<file path="src/rtl/jtag_user_cmd_ctrl.sv">
// Purpose: decodes JTAG user-register commands into single register-bus transactions and event polls, formats the response word.
// Latency: NOP/POLL respond in the cycle after update; WRITE/READ respond the cycle after bus_ack or timeout (minimum 2 cycles).
// Backpressure: none towards the host; an update arriving while a bus transaction is in flight is dropped and flagged as overrun.
module jtag_user_cmd_ctrl #(
    parameter int N_REQ   = 4,
    parameter int ADDR_W  = 8,
    parameter int DATA_W  = 32,
    parameter int TIMEOUT = 64,
    localparam int CMD_W  = 6 + ADDR_W + DATA_W,
    localparam int RSP_W  = 12 + DATA_W
) (
    input  logic                    TCK,
    input  logic                    reset_n,
    input  logic                    update,
    input  logic [CMD_W-1:0]        cmd_word,
    output logic [RSP_W-1:0]        rsp_word,
    output logic                    bus_req,
    output logic                    bus_we,
    output logic [ADDR_W-1:0]       bus_addr,
    output logic [DATA_W-1:0]       bus_wdata,
    input  logic                    bus_ack,
    input  logic [DATA_W-1:0]       bus_rdata,
    input  logic [N_REQ-1:0]        evt_req,
    input  logic [N_REQ*DATA_W-1:0] evt_data,
    output logic [N_REQ-1:0]        evt_ack
);

    localparam int CNT_W = $clog2(TIMEOUT);

    typedef enum logic {
        ST_IDLE = 1'b0,
        ST_BUS  = 1'b1
    } state_t;

    localparam logic [1:0] OP_NOP   = 2'b00;
    localparam logic [1:0] OP_WRITE = 2'b01;
    localparam logic [1:0] OP_READ  = 2'b10;
    localparam logic [1:0] OP_POLL  = 2'b11;

    state_t              state_q, state_d;
    logic [CNT_W-1:0]    cnt_q, cnt_d;
    logic [3:0]          pend_tag_q, pend_tag_d;
    logic                bus_we_q, bus_we_d;
    logic [ADDR_W-1:0]   bus_addr_q, bus_addr_d;
    logic [DATA_W-1:0]   bus_wdata_q, bus_wdata_d;
    logic [3:0]          tag_q, tag_d;
    logic                err_to_q, err_to_d;
    logic                err_ov_q, err_ov_d;
    logic                evt_valid_q, evt_valid_d;
    logic [3:0]          src_q, src_d;
    logic [DATA_W-1:0]   rdata_q, rdata_d;
    logic [N_REQ-1:0]    evt_ack_q, evt_ack_d;
    logic [3:0]          last_q, last_d;

    logic [1:0]          cmd_op;
    logic [3:0]          cmd_tag;
    logic [ADDR_W-1:0]   cmd_addr;
    logic [DATA_W-1:0]   cmd_data;

    logic                win_found;
    logic [3:0]          win_idx;
    logic [DATA_W-1:0]   win_data;
    logic [N_REQ-1:0]    win_onehot;

    assign cmd_op   = cmd_word[CMD_W-1 -: 2];
    assign cmd_tag  = cmd_word[CMD_W-3 -: 4];
    assign cmd_addr = cmd_word[DATA_W +: ADDR_W];
    assign cmd_data = cmd_word[DATA_W-1:0];

    // Round-robin pick: first requester above last grant, else first at or below it (wrap).
    always_comb begin
        win_found  = 1'b0;
        win_idx    = '0;
        win_data   = '0;
        win_onehot = '0;
        for (int i = 0; i < N_REQ; i++) begin
            if (!win_found && evt_req[i] && (4'(i) > last_q)) begin
                win_found = 1'b1;
                win_idx   = 4'(i);
            end
        end
        for (int i = 0; i < N_REQ; i++) begin
            if (!win_found && evt_req[i] && (4'(i) <= last_q)) begin
                win_found = 1'b1;
                win_idx   = 4'(i);
            end
        end
        for (int i = 0; i < N_REQ; i++) begin
            if (win_found && (win_idx == 4'(i))) begin
                win_data      = evt_data[i*DATA_W +: DATA_W];
                win_onehot[i] = 1'b1;
            end
        end
    end

    // Command decode, bus transaction tracking with timeout, and response field updates.
    always_comb begin
        state_d     = state_q;
        cnt_d       = cnt_q;
        pend_tag_d  = pend_tag_q;
        bus_we_d    = bus_we_q;
        bus_addr_d  = bus_addr_q;
        bus_wdata_d = bus_wdata_q;
        tag_d       = tag_q;
        err_to_d    = err_to_q;
        err_ov_d    = err_ov_q;
        evt_valid_d = evt_valid_q;
        src_d       = src_q;
        rdata_d     = rdata_q;
        evt_ack_d   = '0;
        last_d      = last_q;

        case (state_q)
            ST_IDLE: begin
                if (update) begin
                    err_to_d = 1'b0;
                    err_ov_d = 1'b0;
                    case (cmd_op)
                        OP_NOP: begin
                            tag_d       = cmd_tag;
                            evt_valid_d = 1'b0;
                        end
                        OP_WRITE, OP_READ: begin
                            state_d     = ST_BUS;
                            cnt_d       = '0;
                            pend_tag_d  = cmd_tag;
                            bus_we_d    = (cmd_op == OP_WRITE);
                            bus_addr_d  = cmd_addr;
                            bus_wdata_d = cmd_data;
                        end
                        default: begin
                            tag_d = cmd_tag;
                            if (win_found) begin
                                evt_ack_d   = win_onehot;
                                src_d       = win_idx;
                                rdata_d     = win_data;
                                evt_valid_d = 1'b1;
                                last_d      = win_idx;
                            end else begin
                                src_d       = '0;
                                rdata_d     = '0;
                                evt_valid_d = 1'b0;
                            end
                        end
                    endcase
                end
            end
            default: begin
                // The host must wait for busy to drop; anything sooner is lost.
                if (update) begin
                    err_ov_d = 1'b1;
                end
                if (bus_ack) begin
                    state_d     = ST_IDLE;
                    tag_d       = pend_tag_q;
                    evt_valid_d = 1'b0;
                    rdata_d     = bus_we_q ? bus_wdata_q : bus_rdata;
                end else if (cnt_q == CNT_W'(TIMEOUT - 1)) begin
                    state_d     = ST_IDLE;
                    tag_d       = pend_tag_q;
                    evt_valid_d = 1'b0;
                    rdata_d     = '1;
                    err_to_d    = 1'b1;
                end else begin
                    cnt_d = cnt_q + 1'b1;
                end
            end
        endcase
    end

    // State register with synchronous active-low reset.
    always_ff @(posedge TCK) begin
        if (!reset_n) begin
            state_q     <= ST_IDLE;
            cnt_q       <= '0;
            pend_tag_q  <= '0;
            bus_we_q    <= 1'b0;
            bus_addr_q  <= '0;
            bus_wdata_q <= '0;
            tag_q       <= '0;
            err_to_q    <= 1'b0;
            err_ov_q    <= 1'b0;
            evt_valid_q <= 1'b0;
            src_q       <= '0;
            rdata_q     <= '0;
            evt_ack_q   <= '0;
            last_q      <= 4'(N_REQ - 1);
        end else begin
            state_q     <= state_d;
            cnt_q       <= cnt_d;
            pend_tag_q  <= pend_tag_d;
            bus_we_q    <= bus_we_d;
            bus_addr_q  <= bus_addr_d;
            bus_wdata_q <= bus_wdata_d;
            tag_q       <= tag_d;
            err_to_q    <= err_to_d;
            err_ov_q    <= err_ov_d;
            evt_valid_q <= evt_valid_d;
            src_q       <= src_d;
            rdata_q     <= rdata_d;
            evt_ack_q   <= evt_ack_d;
            last_q      <= last_d;
        end
    end

    assign bus_req   = (state_q == ST_BUS);
    assign bus_we    = bus_we_q;
    assign bus_addr  = bus_addr_q;
    assign bus_wdata = bus_wdata_q;
    assign evt_ack   = evt_ack_q;
    assign rsp_word  = {tag_q, (state_q == ST_BUS), err_to_q, err_ov_q, evt_valid_q, src_q, rdata_q};

endmodule

</file>
<file path="config.mk">
export PLATFORM = sky130hd
export DESIGN_NAME = jtag_user_cmd_ctrl
export DESIGN_NICKNAME = d
export VERILOG_FILES = /design/src/rtl/jtag_user_cmd_ctrl.sv
export SDC_FILE = /design/constraint.sdc
export NUM_CORES = 1
export LEC_CHECK = 0
export ABC_CLOCK_PERIOD_IN_PS = 2000
export BUFFER_PORTS_ARGS = -buffer_cell sky130_fd_sc_hd__buf_4
export CAP_MARGIN = 20
export CORE_MARGIN = 4
export CORE_UTILIZATION = 46
export DETAILED_ROUTE_END_ITERATION = 16
export GPL_ROUTABILITY_DRIVEN = 0
export HOLD_SLACK_MARGIN = 0.12
export PLACE_DENSITY = 0.81
export SLEW_MARGIN = 20
export SYNTH_ARGS = -nofsm -noshare
export SYNTH_HDL_FRONTEND = slang
export SYNTH_SLANG_ARGS = --single-unit
</file>
<file path="constraint.sdc">
create_clock -name TCK -period 2 [get_ports TCK]
set_input_delay 0.2 -clock TCK [delete_from_list [all_inputs] [get_ports TCK]]
set_output_delay 0.2 -clock TCK [all_outputs]
set_load 0.01 [all_outputs]
</file>
Yosys cells after proc, flatten, opt, wreduce, memory -nomap -nowiden --
Index checks and enable logic that the tools add are counted.
Word-level totals: register bits 103, latch bits 0, memory bits (writable) 0, ROM bits 0, input bits 214, output and inout bits 90, word-level logic and storage cells 138, memories 0
Operators by class: add/sub/neg operators 1, multiply operators 0, div/mod/pow operators 0, $lt $le $gt $ge 8, eq/ne operators 12, shift-type cells 0, muxes and demuxes 58, bitwise gates (word level) 5, reduce and logical (&&, ||, !) cells 40
Operators by type and width (number):
- $mux W32 | 11
- $mux W4 | 11
- $mux W6 | 5
- $mux W1 | 29
- $logic_and A1 B1 Y1 | 19
- $reduce_and A3 Y1 | 5
- $eq A4 B2 Y1 const B | 2
- $gt A1 B4 Y1 const A | 2
- $gt A2 B4 Y1 const A | 2
- $le A1 B4 Y1 const A | 2
- $le A2 B4 Y1 const A | 2
- $reduce_and A4 Y1 | 2
- $logic_not A1 Y1 | 7
- $reduce_or A7 Y1 | 1
- $add A6 B1 Y6 const B | 1
- $eq A6 B6 Y1 const B | 1
- $ne A2 B2 Y1 const B | 3
- $not A1 Y1 | 5
- $eq A4 B1 Y1 const B | 1
- $logic_not A4 Y1 | 1
- $ne A2 B1 Y1 const B | 2
- $reduce_bool A2 Y1 | 2
- $ne A3 B2 Y1 const B | 1
- $reduce_or A3 Y1 | 1
- other kinds (6) | 6

Depth between registers and ports, before layout --
Gate-level depths: netlist of run 1.
depth in word-level cells 41, gate-level depth with buffers 8, depth with buffers taken out 6

Least setup slack after synthesis of run 1 --
OpenSTA, ideal clock, no wires.
kind flip-flop to flip-flop, start reg bus_we_q, in the netlist bus_we, end reg rdata_q[0], setup time 0.137 ns, arrival time 1.427 ns, required time 1.863 ns, path slack 0.436 ns, cell stages (with the launch flop) 6, path buffers 2, period minus slack after synthesis 1.564 ns, cells stage by stage dfxtp_1 > buf_2 > clkbuf_1 > mux2_2 > o221ai_1 > a31oi_1
Between the ends: cells in the longest elaborated chain, start to end 3
Ends and longest elaborated chain:
- start: declaration | RTL line 43 | logic bus_we_q, bus_we_d;
- start signal: assignment | RTL line 192 | bus_we_q <= bus_we_d;
- $mux W32 | RTL line 157 | rdata_d = bus_we_q ? bus_wdata_q : bus_rdata;
- $mux W32 | RTL line 153 | if (bus_ack) begin
- $mux W32 | RTL line 113 | case (state_q)
- end signal: assignment | RTL line 200 | rdata_q <= rdata_d;
- end: declaration | RTL line 51 | logic [DATA_W-1:0] rdata_q, rdata_d;
Every way passes these cells. A chain may end at the register's enable or synchronous reset.

Worst setup path in the final report of run 1 --
start reg last_q[1], end reg rdata_q[4]
Between the ends: cells in the longest elaborated chain, start to end 41, elaborated cells on any way between the ends 61, classes of those cells order compare: 8; eq/ne: 3; mux: 23; reduce/logical: 27
Ends and longest elaborated chain:
- start: declaration | RTL line 53 | logic [3:0] last_q, last_d;
- start signal: assignment | RTL line 187 | last_q <= 4'(N_REQ - 1);
- start signal: assignment | RTL line 202 | last_q <= last_d;
- $gt A1 B4 Y1 | RTL line 77 | if (!win_found && evt_req[i] && (4'(i) > last_q)) begin
- $logic_and A1 B1 Y1 | RTL line 77
- $mux W1 | RTL line 77
- $logic_not A1 Y1 | RTL line 77
- $logic_and A1 B1 Y1 (2 in series) | RTL line 77
- $mux W1 | RTL line 77
- $logic_not A1 Y1 | RTL line 77
- $logic_and A1 B1 Y1 (2 in series) | RTL line 77
- [20 not listed]
- $mux W4 | RTL line 83 | if (!win_found && evt_req[i] && (4'(i) <= last_q)) begin
- $logic_not A4 Y1 | RTL line 89 | if (win_found && (win_idx == 4'(i))) begin
- $logic_and A1 B1 Y1 | RTL line 89
- $mux W32 (4 in series) | RTL line 89
- $mux W32 * | RTL line 133 | if (win_found) begin
- $mux W32 * | RTL line 118 | case (cmd_op)
- $mux W32 * | RTL line 115 | if (update) begin
- $mux W32 * | RTL line 113
Mark *: on every way between the ends. The rest lies on a longest branch, timed or not. The select of a mux whose other input is x is not followed.

==> flow_summary.json, run 1 <==
{
  "antenna_left": 0,
  "dp_cells": 1131,
  "grt_max_degree": 44,
  "required_ps": 2270,
  "hp-start": "update",
  "finalSetupTns_ps": 0,
  "layout_commonest_cell": "buf_4",
  "run_status": "completed",
  "async_flop_share": 0,
  "grt_pass1_vias": 6493,
  "maxCapViolCount": 0,
  "cp.arrival_ps": 2040,
  "synth_area_sq_um": 5814,
  "die-area_sq_um": 14500,
  "drt_iter0_drc": 709,
  "die_x_microns": 120.4,
  "routed_wl_microns": 23040,
  "reg2reg_from": "last_q[1]",
  "slew_viol_final": 0,
  "power_density_nw_per_um2": 627.0,
  "crit_type": "flip-flop to flip-flop",
  "ys.flop_type": "dfxtp_1",
  "yosysSeqAreaShare": 0.3409,
  "cts.sinks": 99,
  "fin_hold_ws_ps": 144.3,
  "rsz0062_at_grt": "no",
  "clk_pin_slew_ps": 70,
  "area_growth_pct": 53.99,
  "core_sq_um": 12210,
  "synth_cell_types": 55,
  "critPathLaunchType": "flip-flop",
  "antenna_cells": 0,
  "r2r_end": "rdata_q[4]",
  "drive_gt1_frac": 0.3918,
  "synth-seq-cells": 99,
  "ys_warn_count": 0,
  "ff2ff_path_depth": 5,
  "slew_headroom": 0.6657,
  "cts_buffers": 9,
  "grt_antenna_before_repair": 1,
  "clock_skew_ps": 4.925,
  "rrSetupSlack_ps": 230,
  "fillerInstances": 959,
  "finalSetupViolations": 0,
  "boundaryPins": 304,
  "num_vias": 6729,
  "dr.pass1.iters": 5,
  "cts_tree": "done",
  "route.detailed.drc": 0,
  "grt_pass1_wl_microns": 34890,
  "place.port_buffers": 301,
  "hold_class": "input port to flip-flop",
  "crit_end": "rdata_q[4]",
  "finalCriticalPeriod_ps": 1772,
  "clock_latency_ps": 350,
  "synthCells": 709,
  "finalNetCount": 1234,
  "gr-total-overflow": 0,
  "fp-row-count": 40,
  "grt_use_total": 0.3034,
  "fin_total_pwr_w": 0.005614,
  "min_path_cells": 3,
  "synth_area_per_cell_sq_um": 8.201,
  "ir_drop_mv": 0.4659,
  "endpoint_kind": "flip-flop",
  "via_per_inst": 5.659,
  "multi_input_area_sq_um": 3407,
  "post-route-period-util": 0.8859,
  "dp.final_hpwl_microns": 16570,
  "cts_buffer_depth": 2,
  "die_height_microns": 120.4,
  "finalHoldViolations": 0,
  "cp-startpoint": "last_q[1]",
  "mostFrequentLayoutCells": "buf_4, nand2_1, dfxtp_1",
  "wl_per_cell_microns": 19.38,
  "start_util": 0.4761,
  "fmax_mhz": 564.4,
  "worstMarginPinSlew_ps": 501.4,
  "synth-edff-count": 0,
  "cts_max_level": 3,
  "root_buffer": "clkbuf_16",
  "leakage_nw": 4.088,
  "fin_cells": 1189,
  "fin_util": 0.7332,
  "seqCellArea_sq_um": 1983,
  "crit_fanout": 33
}
-- how the worst min path moves through the flow --
stage	end	slack, ps
3_3_place_gp	src_q[0]	440
2_1_floorplan	bus_addr[0]	340
4_1_cts	err_ov_q	140
3_5_place_dp	src_q[1]	450
5_1_grt	err_ov_q	150
6_report	err_ov_q	140
-- cell families (layout without fill, tap and decap cells) --
group / count (synthesis) / in the layout / share of synthesized area
adders and majority gates: 4 / 4 / 0.008608
buffers and inverters: 82 / 393 / 0.07725
DFF: 99 / 99 / 0.3409
and+or+nand+nor: 248 / 248 / 0.2115
muxes: 38 / 38 / 0.07231
other: 1 / 2 / 0.0006450
AOI/OAI and AO/OA: 233 / 233 / 0.2828
xor gates and xnor gates: 4 / 4 / 0.006026
-- cell usage after synthesis (2+ instances only) --
master | n | area [sq um]
a21boi_0 | 48 | 360.4
a21boi_1 | 5 | 37.54
a21o_1 | 29 | 217.7
a21oi_1 | 4 | 20.02
a21oi_2 | 2 | 17.52
a31oi_1 | 29 | 181.4
and2_1 | 4 | 25.02
and3_1 | 58 | 362.9
buf_2 | 22 | 110.1
buf_4 | 14 | 105.1
buf_6 | 8 | 90.09
clkbuf_1 | 30 | 112.6
dfxtp_1 | 99 | 1982
ha_1 | 4 | 50.05
inv_1 | 6 | 22.52
mux2_2 | 32 | 360.4
mux2i_1 | 6 | 60.06
nand2_1 | 112 | 420.4
nand2b_1 | 6 | 37.54
nand3_1 | 43 | 215.2
nand3_2 | 3 | 30.03
nor2_1 | 7 | 26.28
nor2b_1 | 3 | 18.77
nor3_1 | 2 | 10.01
o211a_1 | 5 | 50.05
o21ai_0 | 9 | 45.04
o21ai_1 | 56 | 280.3
o21ai_2 | 2 | 17.52
o221a_2 | 2 | 22.52
o221ai_1 | 29 | 254.0
o31a_1 | 3 | 26.28
or2_4 | 2 | 17.52
xor2_1 | 3 | 26.28
-- power by group --
part / internal [W] / switching [W]
Clock: 0.000995 / 0.000855
Combinational: 0.000842 / 0.000742
Sequential: 0.00209 / 0.0000848
Total: 0.00393 / 0.00168
-- layout make-up --
cell class                 count  area share
clock buffer                   9     0.02515
clock inverter                 7    0.009083
inverter                       7    0.002935
multi-input combinational    529      0.3805
sequential                    99      0.2215
tap                          168     0.02348
timing repair buffer         370      0.3373
-- through the flow --
step,instance area (sq um),setup WS (ps)
finish,8954,228.2
global route,8954,115.7
CTS,8954,252.1
detailed placement,8227,280.5
global placement,8227,347.6
floorplan,5818,436.3
-- state kept, by name (all words and copies together), names as in the netlist --
| register | cells |
|---|---|
| last_q | 2 |
| src_q | 2 |
| bus_addr | 8 |
| pend_tag_q | 4 |
| evt_ack | 4 |
| bus_we | 1 |
| bus_req | 1 |
| bus_wdata | 32 |
| tag_q | 4 |
| err_to_q | 1 |
| rdata_q | 32 |
| cnt_q | 6 |
| evt_valid_q | 1 |
| err_ov_q | 1 |
-- critical path, cell delays in order, from the launching register on --
cell	delay [ps]
dfxtp_1	480
and3b_1	270
or2_4	410
o21ai_1	140
a21o_1	200
a31oi_1	180
-- routing by layer --
layer	up-vias	share of wire	global-route usage
li1	3176	-	-
met1	3118	0.37	0.3456
met2	364	0.50	0.5407
met3	69	0.086	0.07484
met4	2	0.036	0.1239
met5	-	0.00056	0
-- repair_timing --
item | CTS | global route
gates resized for setup | 0 | 0
setup buffers | 0 | 0
hold buffers | 42 | 0
hold endpoints to repair | 42 | 0
No activity file was read; power rests on OpenSTA's default activity.
==> inputs of run 2 (changes only) <==
--- a/config.mk
+++ b/config.mk
@@ -5,15 +5,18 @@
 export SDC_FILE = /design/constraint.sdc
 export NUM_CORES = 1
 export LEC_CHECK = 0
+export ABC_AREA = 1
 export ABC_CLOCK_PERIOD_IN_PS = 2000
 export BUFFER_PORTS_ARGS = -buffer_cell sky130_fd_sc_hd__buf_4
 export CAP_MARGIN = 20
+export CELL_PAD_IN_SITES_DETAIL_PLACEMENT = 1
+export CELL_PAD_IN_SITES_GLOBAL_PLACEMENT = 1
 export CORE_MARGIN = 4
-export CORE_UTILIZATION = 46
+export CORE_UTILIZATION = 29
 export DETAILED_ROUTE_END_ITERATION = 16
 export GPL_ROUTABILITY_DRIVEN = 0
 export HOLD_SLACK_MARGIN = 0.12
-export PLACE_DENSITY = 0.81
+export PLACE_DENSITY_LB_ADDON = 0.1
 export SLEW_MARGIN = 20
 export SYNTH_ARGS = -nofsm -noshare
 export SYNTH_HDL_FRONTEND = slang
==> run 2 against run 1 <==
Synthesized cell count is 28% higher. Clock skew is 1.5 ps higher. Synthesized area is 4.6% lower. Clock-buffer cell count is 3 higher. Utilization is 22 points lower. Sequential power is 3% higher. Global-route usage is 7.3 points lower. Critical endpoint unchanged. Largest power group unchanged.
==> flow_summary.json, run 2 <==
{
  "run_status": "completed",
  "setup_slack_ps": 54.41,
  "ys_top_cells_by_area": "dfxtp_1, nand2_1, a21oi_1",
  "cp_cell_sequence": "ha_4, nand2_2, nor2_2, nand2_1, nand2_2, nor2_4, inv_2, o211ai_1, buf_4, buf_12, buf_12, nand2_1, a21oi_1",
  "antenna_cells": 0,
  "synth_area_sq_um": 5548,
  "grt_pass1_wl_microns": 39580,
  "dr.pass1.iters": 4,
  "endpoint_kind": "flip-flop",
  "crit_fanout": 8,
  "synth_top_cell_area_share": 0.3572,
  "finalCriticalPeriod_ps": 1946,
  "synthCells": 910,
  "post-route-period-util": 0.9728,
  "cts_buffer_depth": 2,
  "fin_hold_ws_ps": 162.3,
  "synth-seq-cells": 99,
  "ys_warn_count": 0,
  "layout_commonest_cell": "buf_4",
  "slew_viol_final": 0,
  "dp.final_hpwl_microns": 19560,
  "finalSetupViolations": 0,
  "die_x_microns": 146.3,
  "critPathSlowestCell": "dfxtp_2",
  "fp-row-count": 50,
  "mostFrequentLayoutCells": "buf_4, nand2_1, nor2_1",
  "clock_latency_ps": 350,
  "cts_buffers": 9,
  "boundaryPins": 304,
  "ff2ff_path_depth": 13,
  "yosysSeqAreaShare": 0.3572,
  "grt_antenna_before_repair": 0,
  "hp-start": "reset_n",
  "ir_drop_mv": 0.4267,
  "cp-startpoint": "cnt_q[1]",
  "die-area_sq_um": 21410,
  "area_growth_pct": 73.36,
  "crit_end": "rdata_q[4]",
  "rrSetupSlack_ps": 50,
  "hold_class": "input port to flip-flop",
  "r2r_end": "rdata_q[4]",
  "power_density_nw_per_um2": 659.0,
  "start_util": 0.2956,
  "maxCapViolCount": 0,
  "rsz0062_at_grt": "yes",
  "required_ps": 2270,
  "fin_util": 0.5125,
  "clk_pin_slew_ps": 70,
  "grt_use_total": 0.2307,
  "routed_wl_microns": 28370,
  "core_sq_um": 18770,
  "grt_max_degree": 53,
  "root_buffer": "clkbuf_16",
  "synth-edff-count": 0,
  "cts_max_level": 3,
  "postLayoutCellArea_sq_um": 9618,
  "wl_per_cell_microns": 18.94,
  "yosysMostFrequentCell": "nand2_1",
  "synth_area_per_cell_sq_um": 6.097,
  "gr-total-overflow": 0,
  "leakage_nw": 4.769,
  "route.detailed.drc": 0,
  "grt_pass1_vias": 7013,
  "fin_total_pwr_w": 0.006338,
  "place.port_buffers": 301,
  "max_stage_delay_ps": 340,
  "yosys.area.top_type": "dfxtp_1",
  "synth_cell_types": 27,
  "drt_iter0_drc": 274,
  "cp.arrival_ps": 2220,
  "reg2reg_from": "cnt_q[1]",
  "die_height_microns": 146.3,
  "cts_tree": "done",
  "cts.sinks": 99,
  "num_vias": 7293,
  "ys.flop_type": "dfxtp_1",
  "finalHoldViolations": 0,
  "fmax_mhz": 514.0,
  "finalNetCount": 1477,
  "critPathLaunchType": "flip-flop",
  "async_flop_share": 0,
  "post_synth_most_frequent_cells": "nand2_1, nor2_1, a21oi_1, dfxtp_1, nand3_1",
  "via_per_inst": 4.868,
  "drive_gt1_frac": 0.3521,
  "antenna_left": 0,
  "place_area_sq_um": 8123,
  "crit_type": "flip-flop to flip-flop",
  "pre_cts_ws_ps": -17.46,
  "clock_skew_ps": 6.407
}
[run 2: how the worst min path moves through the flow]
stage	to	depth (start not counted)
finish	last_q[1]	2
floorplan	pend_tag_q[3]	2
global placement	bus_addr[0]	3
CTS	last_q[1]	2
global route	last_q[1]	2
detailed placement	bus_wdata[17]	3
[run 2: report_power, final]
| group | switching [W] | total (W) | internal [W] |
|---|---|---|---|
| registers | 0.000111 | 0.00224 | 0.00213 |
| clock network | 0.000795 | 0.00188 | 0.00108 |
| logic | 0.00115 | 0.00222 | 0.00108 |
[run 2: per-layer routing]
metal	track usage	up-vias	share of wire
met5	0	-	0
met4	0.06538	0	0.018
met3	0.05276	29	0.064
met2	0.3730	228	0.49
met1	0.3097	3406	0.43
li1	-	3630	-
[run 2: per-stage QoR]
stage	std cells	setup TNS, ps
final	1498	0
after CTS	1469	0
after detailed placement	1408	-17.46
after global routing	1498	-2024
after floorplan	911	0
after global placement	1408	0
[run 2: repair_timing]
action	4_1_cts	5_1_grt
setup endpoints to repair	0	33
resized for setup	0	92
endpoints found under the hold margin	47	0
hold buffers	45	0
setup buffers	0	12
[run 2: critical path, delay by kind of cell, from the launching register on]
kind,cells,cell delay (ps)
AO/OA/AOI/OAI,2,360
buffers and inverters,4,560
AND/OR/NAND/NOR,6,450
flip-flops,1,340
adder cells (fa/ha/maj),1,160
[run 2: area by class of cell]
type | instances | area [sq um]
inverter | 59 | 229.0
multi-input combinational | 686 | 3257
clock buffer | 12 | 266.5
tap | 234 | 292.8
sequential | 99 | 1992
clock inverter | 4 | 55.05
timing repair buffer | 404 | 3526
fill | 2448 | 9150
[run 2: kinds of logic after synthesis]
kind of cell	count (synthesis)	synth area share
buf+inv	127	0.09946
xor+xnor	3	0.004737
compound gates	194	0.1777
flops	99	0.3572
fa+ha+maj	4	0.009022
other cells	1	0.0006759
simple gates	482	0.3512
